===== src/rtl/corefifo_pkg.sv =====
// Shared definitions for the FIFO pointer synchroniser family.
//   MIN_NUM_STAGES / MAX_NUM_STAGES     : legal synchroniser depth range
//   MIN_NUM_CHANNELS / MAX_NUM_CHANNELS : legal channel-count range
//   MAX_PTR_W                           : widest pointer the helpers handle
//   gray2bin()                          : Gray-to-binary decode. Callers zero-extend
//                                         their pointer to MAX_PTR_W bits, so one
//                                         function serves any ADDRWIDTH.
//   popcount()                          : number of set bits, used by the optional
//                                         Gray-violation check
package corefifo_pkg;

   localparam int unsigned MIN_NUM_STAGES   = 2;
   localparam int unsigned MAX_NUM_STAGES   = 4;
   localparam int unsigned MIN_NUM_CHANNELS = 1;
   localparam int unsigned MAX_NUM_CHANNELS = 8;
   localparam int unsigned MAX_PTR_W        = 32;

   // Leading zeros decode to zeros, so a zero-extended pointer decodes correctly
   // in its low bits.
   function automatic logic [MAX_PTR_W-1:0] gray2bin(input logic [MAX_PTR_W-1:0] gray);
      logic [MAX_PTR_W-1:0] bin;
      bin[MAX_PTR_W-1] = gray[MAX_PTR_W-1];
      for (int k = MAX_PTR_W - 2; k >= 0; k--) begin
         bin[k] = bin[k+1] ^ gray[k];
      end
      return bin;
   endfunction

   function automatic logic [5:0] popcount(input logic [MAX_PTR_W-1:0] v);
      logic [5:0] cnt;
      cnt = '0;
      for (int k = 0; k < MAX_PTR_W; k++) begin
         cnt = cnt + 6'(v[k]);
      end
      return cnt;
   endfunction

endpackage


===== src/rtl/corefifo_ptr_sync_chan.sv =====
// One channel of the FIFO pointer synchroniser.
//   clk_i    : destination-domain clock
//   arstn_i  : asynchronous active-low reset
//   srstn_i  : synchronous active-low clear
//   gray_i   : source-domain Gray pointer (ADDRWIDTH+1 bits)
//   gray_o   : synchronised Gray pointer (last stage flop)
//   bin_o    : registered binary decode of gray_o
//   chg_o    : one-cycle pulse on the edge where bin_o changes
//   err_o    : sticky Gray-violation flag. It is only implemented when
//              COREFIFO_PTR_SYNC_ERRCHK_EN is defined and is tied to 0 otherwise.
module corefifo_ptr_sync_chan
   import corefifo_pkg::*;
#(
   parameter int unsigned NUM_STAGES = 2,
   parameter int unsigned ADDRWIDTH  = 3
) (
   input  logic                 clk_i,
   input  logic                 arstn_i,
   input  logic                 srstn_i,
   input  logic [ADDRWIDTH:0]   gray_i,
   output logic [ADDRWIDTH:0]   gray_o,
   output logic [ADDRWIDTH:0]   bin_o,
   output logic                 chg_o,
   output logic                 err_o
);

   localparam int unsigned W = ADDRWIDTH + 1;

   logic [W-1:0] stage_q [NUM_STAGES];
   logic [W-1:0] bin_q;
   logic [W-1:0] bin_d;
   logic         chg_q;
   logic         chg_d;

   // Decode the last stage. The flop that captures it makes sync_bin one
   // edge later than sync_gray.
   assign bin_d = W'(gray2bin(MAX_PTR_W'(stage_q[NUM_STAGES-1])));
   assign chg_d = (bin_d != bin_q);

   always_ff @(posedge clk_i or negedge arstn_i) begin
      if (!arstn_i) begin
         for (int i = 0; i < int'(NUM_STAGES); i++) stage_q[i] <= '0;
         bin_q <= '0;
         chg_q <= 1'b0;
      end else if (!srstn_i) begin
         for (int i = 0; i < int'(NUM_STAGES); i++) stage_q[i] <= '0;
         bin_q <= '0;
         chg_q <= 1'b0;
      end else begin
         stage_q[0] <= gray_i;
         for (int i = 1; i < int'(NUM_STAGES); i++) stage_q[i] <= stage_q[i-1];
         bin_q <= bin_d;
         chg_q <= chg_d;
      end
   end

   assign gray_o = stage_q[NUM_STAGES-1];
   assign bin_o  = bin_q;
   assign chg_o  = chg_q;

`ifdef COREFIFO_PTR_SYNC_ERRCHK_EN
   logic [W-1:0] prev_q;
   logic [2:0]   blank_q;
   logic         err_q;

   // The blanking counter reloads on every reset. It hides the settling of
   // the chain, so the check only looks at a freshly refilled pipeline.
   always_ff @(posedge clk_i or negedge arstn_i) begin
      if (!arstn_i) begin
         prev_q  <= '0;
         blank_q <= 3'(NUM_STAGES + 1);
         err_q   <= 1'b0;
      end else if (!srstn_i) begin
         prev_q  <= '0;
         blank_q <= 3'(NUM_STAGES + 1);
         err_q   <= 1'b0;
      end else begin
         prev_q <= stage_q[NUM_STAGES-1];
         if (blank_q != 3'd0) begin
            blank_q <= blank_q - 3'd1;
         end else if (popcount(MAX_PTR_W'(stage_q[NUM_STAGES-1] ^ prev_q)) > 6'd1) begin
            err_q <= 1'b1;
         end
      end
   end

   assign err_o = err_q;
`else
   assign err_o = 1'b0;
`endif

endmodule


===== src/rtl/corefifo_ptr_sync_multi.sv =====
// Multi-channel FIFO pointer synchroniser. It carries NUM_CHANNELS Gray-coded
// pointers into the clk domain through NUM_STAGES flops. For each channel it
// also produces a registered binary decode and a change pulse.
// Optional feature macro: COREFIFO_PTR_SYNC_ERRCHK_EN enables the sticky
// per-channel Gray-violation flag. When the macro is undefined, sync_err is
// tied to 0.
// Ports:
//   clk       : destination-domain clock
//   arstn     : asynchronous active-low reset (has priority over srstn)
//   srstn     : synchronous active-low clear
//   inp_gray  : packed source pointers. Channel c is at [c*(ADDRWIDTH+1) +: ADDRWIDTH+1]
//   sync_gray : synchronised Gray pointers, same packing as inp_gray
//   sync_bin  : registered binary decode of sync_gray
//   sync_chg  : per-channel change pulse aligned with sync_bin
//   sync_err  : per-channel sticky Gray-violation flag
module corefifo_ptr_sync_multi
   import corefifo_pkg::*;
#(
   parameter int unsigned NUM_STAGES   = 2,
   parameter int unsigned ADDRWIDTH    = 3,
   parameter int unsigned NUM_CHANNELS = 1
) (
   input  logic                                  clk,
   input  logic                                  arstn,
   input  logic                                  srstn,
   input  logic [NUM_CHANNELS*(ADDRWIDTH+1)-1:0] inp_gray,
   output logic [NUM_CHANNELS*(ADDRWIDTH+1)-1:0] sync_gray,
   output logic [NUM_CHANNELS*(ADDRWIDTH+1)-1:0] sync_bin,
   output logic [NUM_CHANNELS-1:0]               sync_chg,
   output logic [NUM_CHANNELS-1:0]               sync_err
);

   localparam int unsigned W = ADDRWIDTH + 1;

   if (NUM_STAGES < MIN_NUM_STAGES || NUM_STAGES > MAX_NUM_STAGES) begin : g_bad_stages
      $error("corefifo_ptr_sync_multi: NUM_STAGES must be in 2..4");
   end
   if (NUM_CHANNELS < MIN_NUM_CHANNELS || NUM_CHANNELS > MAX_NUM_CHANNELS) begin : g_bad_channels
      $error("corefifo_ptr_sync_multi: NUM_CHANNELS must be in 1..8");
   end
   if (ADDRWIDTH < 1 || W > MAX_PTR_W) begin : g_bad_width
      $error("corefifo_ptr_sync_multi: ADDRWIDTH out of supported range");
   end

   for (genvar c = 0; c < int'(NUM_CHANNELS); c++) begin : g_chan
      corefifo_ptr_sync_chan #(
         .NUM_STAGES (NUM_STAGES),
         .ADDRWIDTH  (ADDRWIDTH)
      ) u_chan (
         .clk_i   (clk),
         .arstn_i (arstn),
         .srstn_i (srstn),
         .gray_i  (inp_gray[c*W +: W]),
         .gray_o  (sync_gray[c*W +: W]),
         .bin_o   (sync_bin[c*W +: W]),
         .chg_o   (sync_chg[c]),
         .err_o   (sync_err[c])
      );
   end

endmodule

===== config.mk =====
export PLATFORM = sky130hd
export DESIGN_NAME = corefifo_ptr_sync_multi
export DESIGN_NICKNAME = d
export VERILOG_FILES = /design/src/rtl/corefifo_pkg.sv /design/src/rtl/corefifo_ptr_sync_chan.sv /design/src/rtl/corefifo_ptr_sync_multi.sv
export SDC_FILE = /design/constraint.sdc
export NUM_CORES = 1
export LEC_CHECK = 0
export BUFFER_PORTS_ARGS = -buffer_cell sky130_fd_sc_hd__buf_2
export CORE_MARGIN = 1
export CORE_UTILIZATION = 30
export CTS_CLUSTER_DIAMETER = 200
export DETAILED_ROUTE_END_ITERATION = 10
export GPL_ROUTABILITY_DRIVEN = 0
export GPL_TIMING_DRIVEN = 0
export PLACE_DENSITY_LB_ADDON = 0.05
export SLEW_MARGIN = 20
export SYNTH_ARGS = -nofsm -noshare
export SYNTH_HDL_FRONTEND = slang
export SYNTH_HIERARCHICAL = 1
export SYNTH_SLANG_ARGS = --single-unit

===== constraint.sdc =====
create_clock -name clk -period 1.36 [get_ports clk]
set_clock_uncertainty 0.15 [all_clocks]
set_input_delay 0.272 -clock clk [delete_from_list [all_inputs] [get_ports clk]]
set_output_delay 0.272 -clock clk [all_outputs]
set_load 0.01 [all_outputs]

==> results list <==
- Area added between synthesis and finish: 33.6%
* Highest fanout seen on the critical path: 7
- Startpoint kind of the worst setup timing path: register
* Launch instance of the worst min-delay path: inp_gray[0]
* Post-CTS clock slew at the launch and capture registers of the worst setup and hold paths: 0.08 ns
- Antenna violations before repair: 0
- Core footprint: 1750 um^2
* Kind of critical path: reg2reg
- The initialized floorplan defines 15 standard-cell rows.
- Across all register-to-register paths, the minimum setup slack is -0.13 ns.
* Clock buffer count from CTS: 3
* Total inserted antenna cells: 0
- Mean area per synthesized cell: 12.2 um^2
- The worst-case IR drop observed on VDD is 456 uV.
- Buffer cell driving the clock tree root: clkbuf_4
- Measured against the total synthesized area, the mux share comes to 0.
- In this run the critical register-to-register path is captured at g_chan[0].u_chan/chg_o.
- For this run the aggregate overflow at the end of global routing stands at 0.
- Filler instances: 165
* Xor/xnor cell area share of the yosys netlist: 0.107
- By area, the combinational part of the netlist is dominated by simple AND/OR/NAND/NOR gates.
- R2r startpoint: g_chan[0].u_chan/gray_o[3]
- After technology mapping, the gate count stands at 46.
* Worst setup margin: -0.133 ns
* Total global routing track utilization: 0.0960
- Largest stage delay, worst path: 0.46 ns
- Across all layers, the routed design uses 368 vias.
- The largest individual stage delay along the critical path comes from the cell dfrtp_2.
- Synthesized Nets: 53
* Most common cell after layout, fill and taps aside: buf_2
- Detailed-route DRC error count: 0
- The die covers 2040 um^2.
* Type of destination of the critical path: register
- Counting along the longest clock path gives a buffer depth of 2.
- During synthesis, Yosys emitted a total of 6 warnings.
- Clock tree synthesis found a total of 13 sinks.
- 17 I/O pins were placed.
- Number of flip-flops and latches in the synthesized netlist: 13
* Tcrit/Tclk final: 1.10
- The first global-routing pass estimated 1330 um of wire.
- Dividing the detail-routed wire length by the instance count gives 8.60 um.
* Post-route standard cell area excluding fillers: 747 um^2
- Area after DPL: 673 um^2
- Result of the run: complete, but fails checks
- For this design the static power due to leakage is about 0.39 nW.
* Via density per instance: 4.00
- For the worst setup path, the data arrival time is 1.51 ns.
- Clock latency at the later pin of the worst-skew pair: approximately 0.27 ns
- Cell count after placement: 86
- Worst Reg-to-Reg Cells: 4
- Most used cells in the layout excluding fill and tap cells: buf_2, dfrtp_1, and2_1
- Input and output buffers added on the ports amount to 15.
- Number of max-slew violations in the final report: 0
* Final min period: 1.49 ns
- Setup violations remaining at the end of the flow were counted as 3.
- The net count of the finished layout is 75.
* Initial Util: 0.320
- CTS tree: done
* Detailed-routing iteration count for the pre-antenna-repair pass: 2
- Unrepaired setup endpoints after global routing: true
- Summing every instance area after synthesis gives between 500 and 600 um^2.
- Adder-Cell Fraction of Synth Area: 0
- In the final layout, the share of cells above drive strength 1 is 0.493.
- Deepest level of the CTS H-tree: 1
* Worst setup slack after placement: -0.168 ns
* Compound-gate portion of the synthesized area: 0.0470
* Post-DRT Antenna Nets: 0
* Maximum number of pins on one net before global-route repair: 14
* Violations in the final reports: negative setup slack
- Sink of the worst hold path: g_chan[0].u_chan/stage_q[4]
* Sequential share of the synthesized area: 0.582
- Synthesized-area fraction occupied by and/or/nand/nor cells: 0.183
* Min-Delay Path Depth: 2
- Hold/Removal Path Class: in2reg
* Worst EP required: 1.38 ns
* Hold Fails Final Rpt: 0
* Max-capacitance violation count: 0
- Traced cell by cell, the critical path runs through or3_1 -> a211oi_2 -> a31oi_1 -> o21a_1.
* Chip Height: ~45 um
- Achievable clock frequency: roughly 670 MHz
- The number of different library cells used by synthesis comes to 17.
- For this run, the number of standard cells in the final layout without fillers is 92.
* Number of violations reported at the end of detailed-routing iteration 0: 1
* Power density over the cells: 1040 nW/um^2
- Final routed wirelength across all metal layers: 791 um
- The die is 45.2 um wide.
- The via count of the first global-routing pass is ~330.
worst max-delay path: cells and delay by family (launching register included):
kind / cells / cell delay (ns)
simple gates: 1 / 0.37
flops: 1 / 0.46
compound gates: 3 / 0.41
worst max-delay path by stage:
stage,start,to,slack (ns),depth (start not counted)
after detailed placement,g_chan[0].u_chan/gray_o[3],g_chan[0].u_chan/chg_o,-0.17,4
after CTS,g_chan[0].u_chan/gray_o[3],g_chan[0].u_chan/chg_o,-0.15,4
after global routing,g_chan[0].u_chan/gray_o[3],g_chan[0].u_chan/chg_o,-0.22,4
after global placement,g_chan[0].u_chan/gray_o[3],g_chan[0].u_chan/chg_o,-0.15,4
after floorplan,g_chan[0].u_chan/gray_o[2],g_chan[0].u_chan/chg_o,-0.1,4
final,g_chan[0].u_chan/gray_o[3],g_chan[0].u_chan/chg_o,-0.13,4
cells by family (layout without fill, tap and decap cells):
logic type / after synthesis / in the layout
xor gates and xnor gates: 6 / 6
other: 1 / 1
buffers and inverters: 6 / 27
AOI/OAI and AO/OA: 4 / 4
and+or+nand+nor: 16 / 16
DFF: 13 / 13
per-layer routing:
layer / GRT usage / up-vias / wire, um
met2: 0.145 / 14 / 394
met3: 0.0240 / 0 / 45
met4: 0.0727 / 0 / 0
met1: 0.117 / 172 / 350
met5: 0 / - / 0
li1: - / 182 / -
cell usage after synthesis:
library cell,n,share of area
buf_4,5,0.067
clkbuf_1,1,0.0067
nand2_1,1,0.0067
and2_2,3,0.040
xnor2_1,2,0.031
o21a_1,1,0.013
a211oi_1,1,0.013
xor2_1,3,0.047
dfrtp_1,13,0.58
and2_1,9,0.10
nand3_1,1,0.0089
or3_1,1,0.011
or3b_2,1,0.016
a31oi_1,1,0.011
conb_1,1,0.0067
xor2_2,1,0.029
o21ai_0,1,0.0089
state kept, by name (all words and copies together) (netlist names):
register and count:
g_chan.u_chan/bin_o 4, g_chan.u_chan/stage_q 4, g_chan.u_chan/gray_o 4, g_chan.u_chan/chg_o 1
cell type report:
| type | instances | area (um^2) | share of cell area |
|---|---|---|---|
| Multi-Input combinational cell | 27 | 208 | 0.278 |
| Clock buffer | 4 | 26.3 | 0.0352 |
| Buffer | 6 | 48.8 | 0.0653 |
| Sequential cell | 13 | 328 | 0.439 |
| Tap cell | 25 | 31.3 | 0.0419 |
| Timing Repair Buffer | 17 | 105 | 0.141 |
power breakdown:
group / switching (W) / leakage, nW / internal (W) / total (W)
clock network: 0.000123 / 0.0150 / 0.000113 / 0.000237
logic: 0.0000504 / 0.207 / 0.0000650 / 0.000115
registers: 0.0000136 / 0.169 / 0.000408 / 0.000422
total: 0.000187 / 0.391 / 0.000587 / 0.000774
through the flow:
step / total power, W / TNS [ns] / utilization / hold slack, ns
after floorplan: 0.000496 / -0.0966 / - / -0.174
after global placement: 0.000534 / -0.146 / 0.386 / 0.0294
after detailed placement: 0.000535 / -0.168 / 0.386 / 0.0280
after CTS: 0.000782 / -0.281 / 0.418 / 0.0473
after global routing: 0.000817 / -0.425 / 0.428 / 0.0573
final: 0.000774 / -0.232 / 0.428 / 0.0547
repair_timing:
action                                  in CTS  in global routing
gates resized for setup                      4                  3
endpoints found under the setup margin       4                  6
pin swaps                                    1                  0
buffers inserted                             1                  0
hold buffers                                 1                  0
endpoints found under the hold margin       13                  0
(Power assumes the default switching activity.)
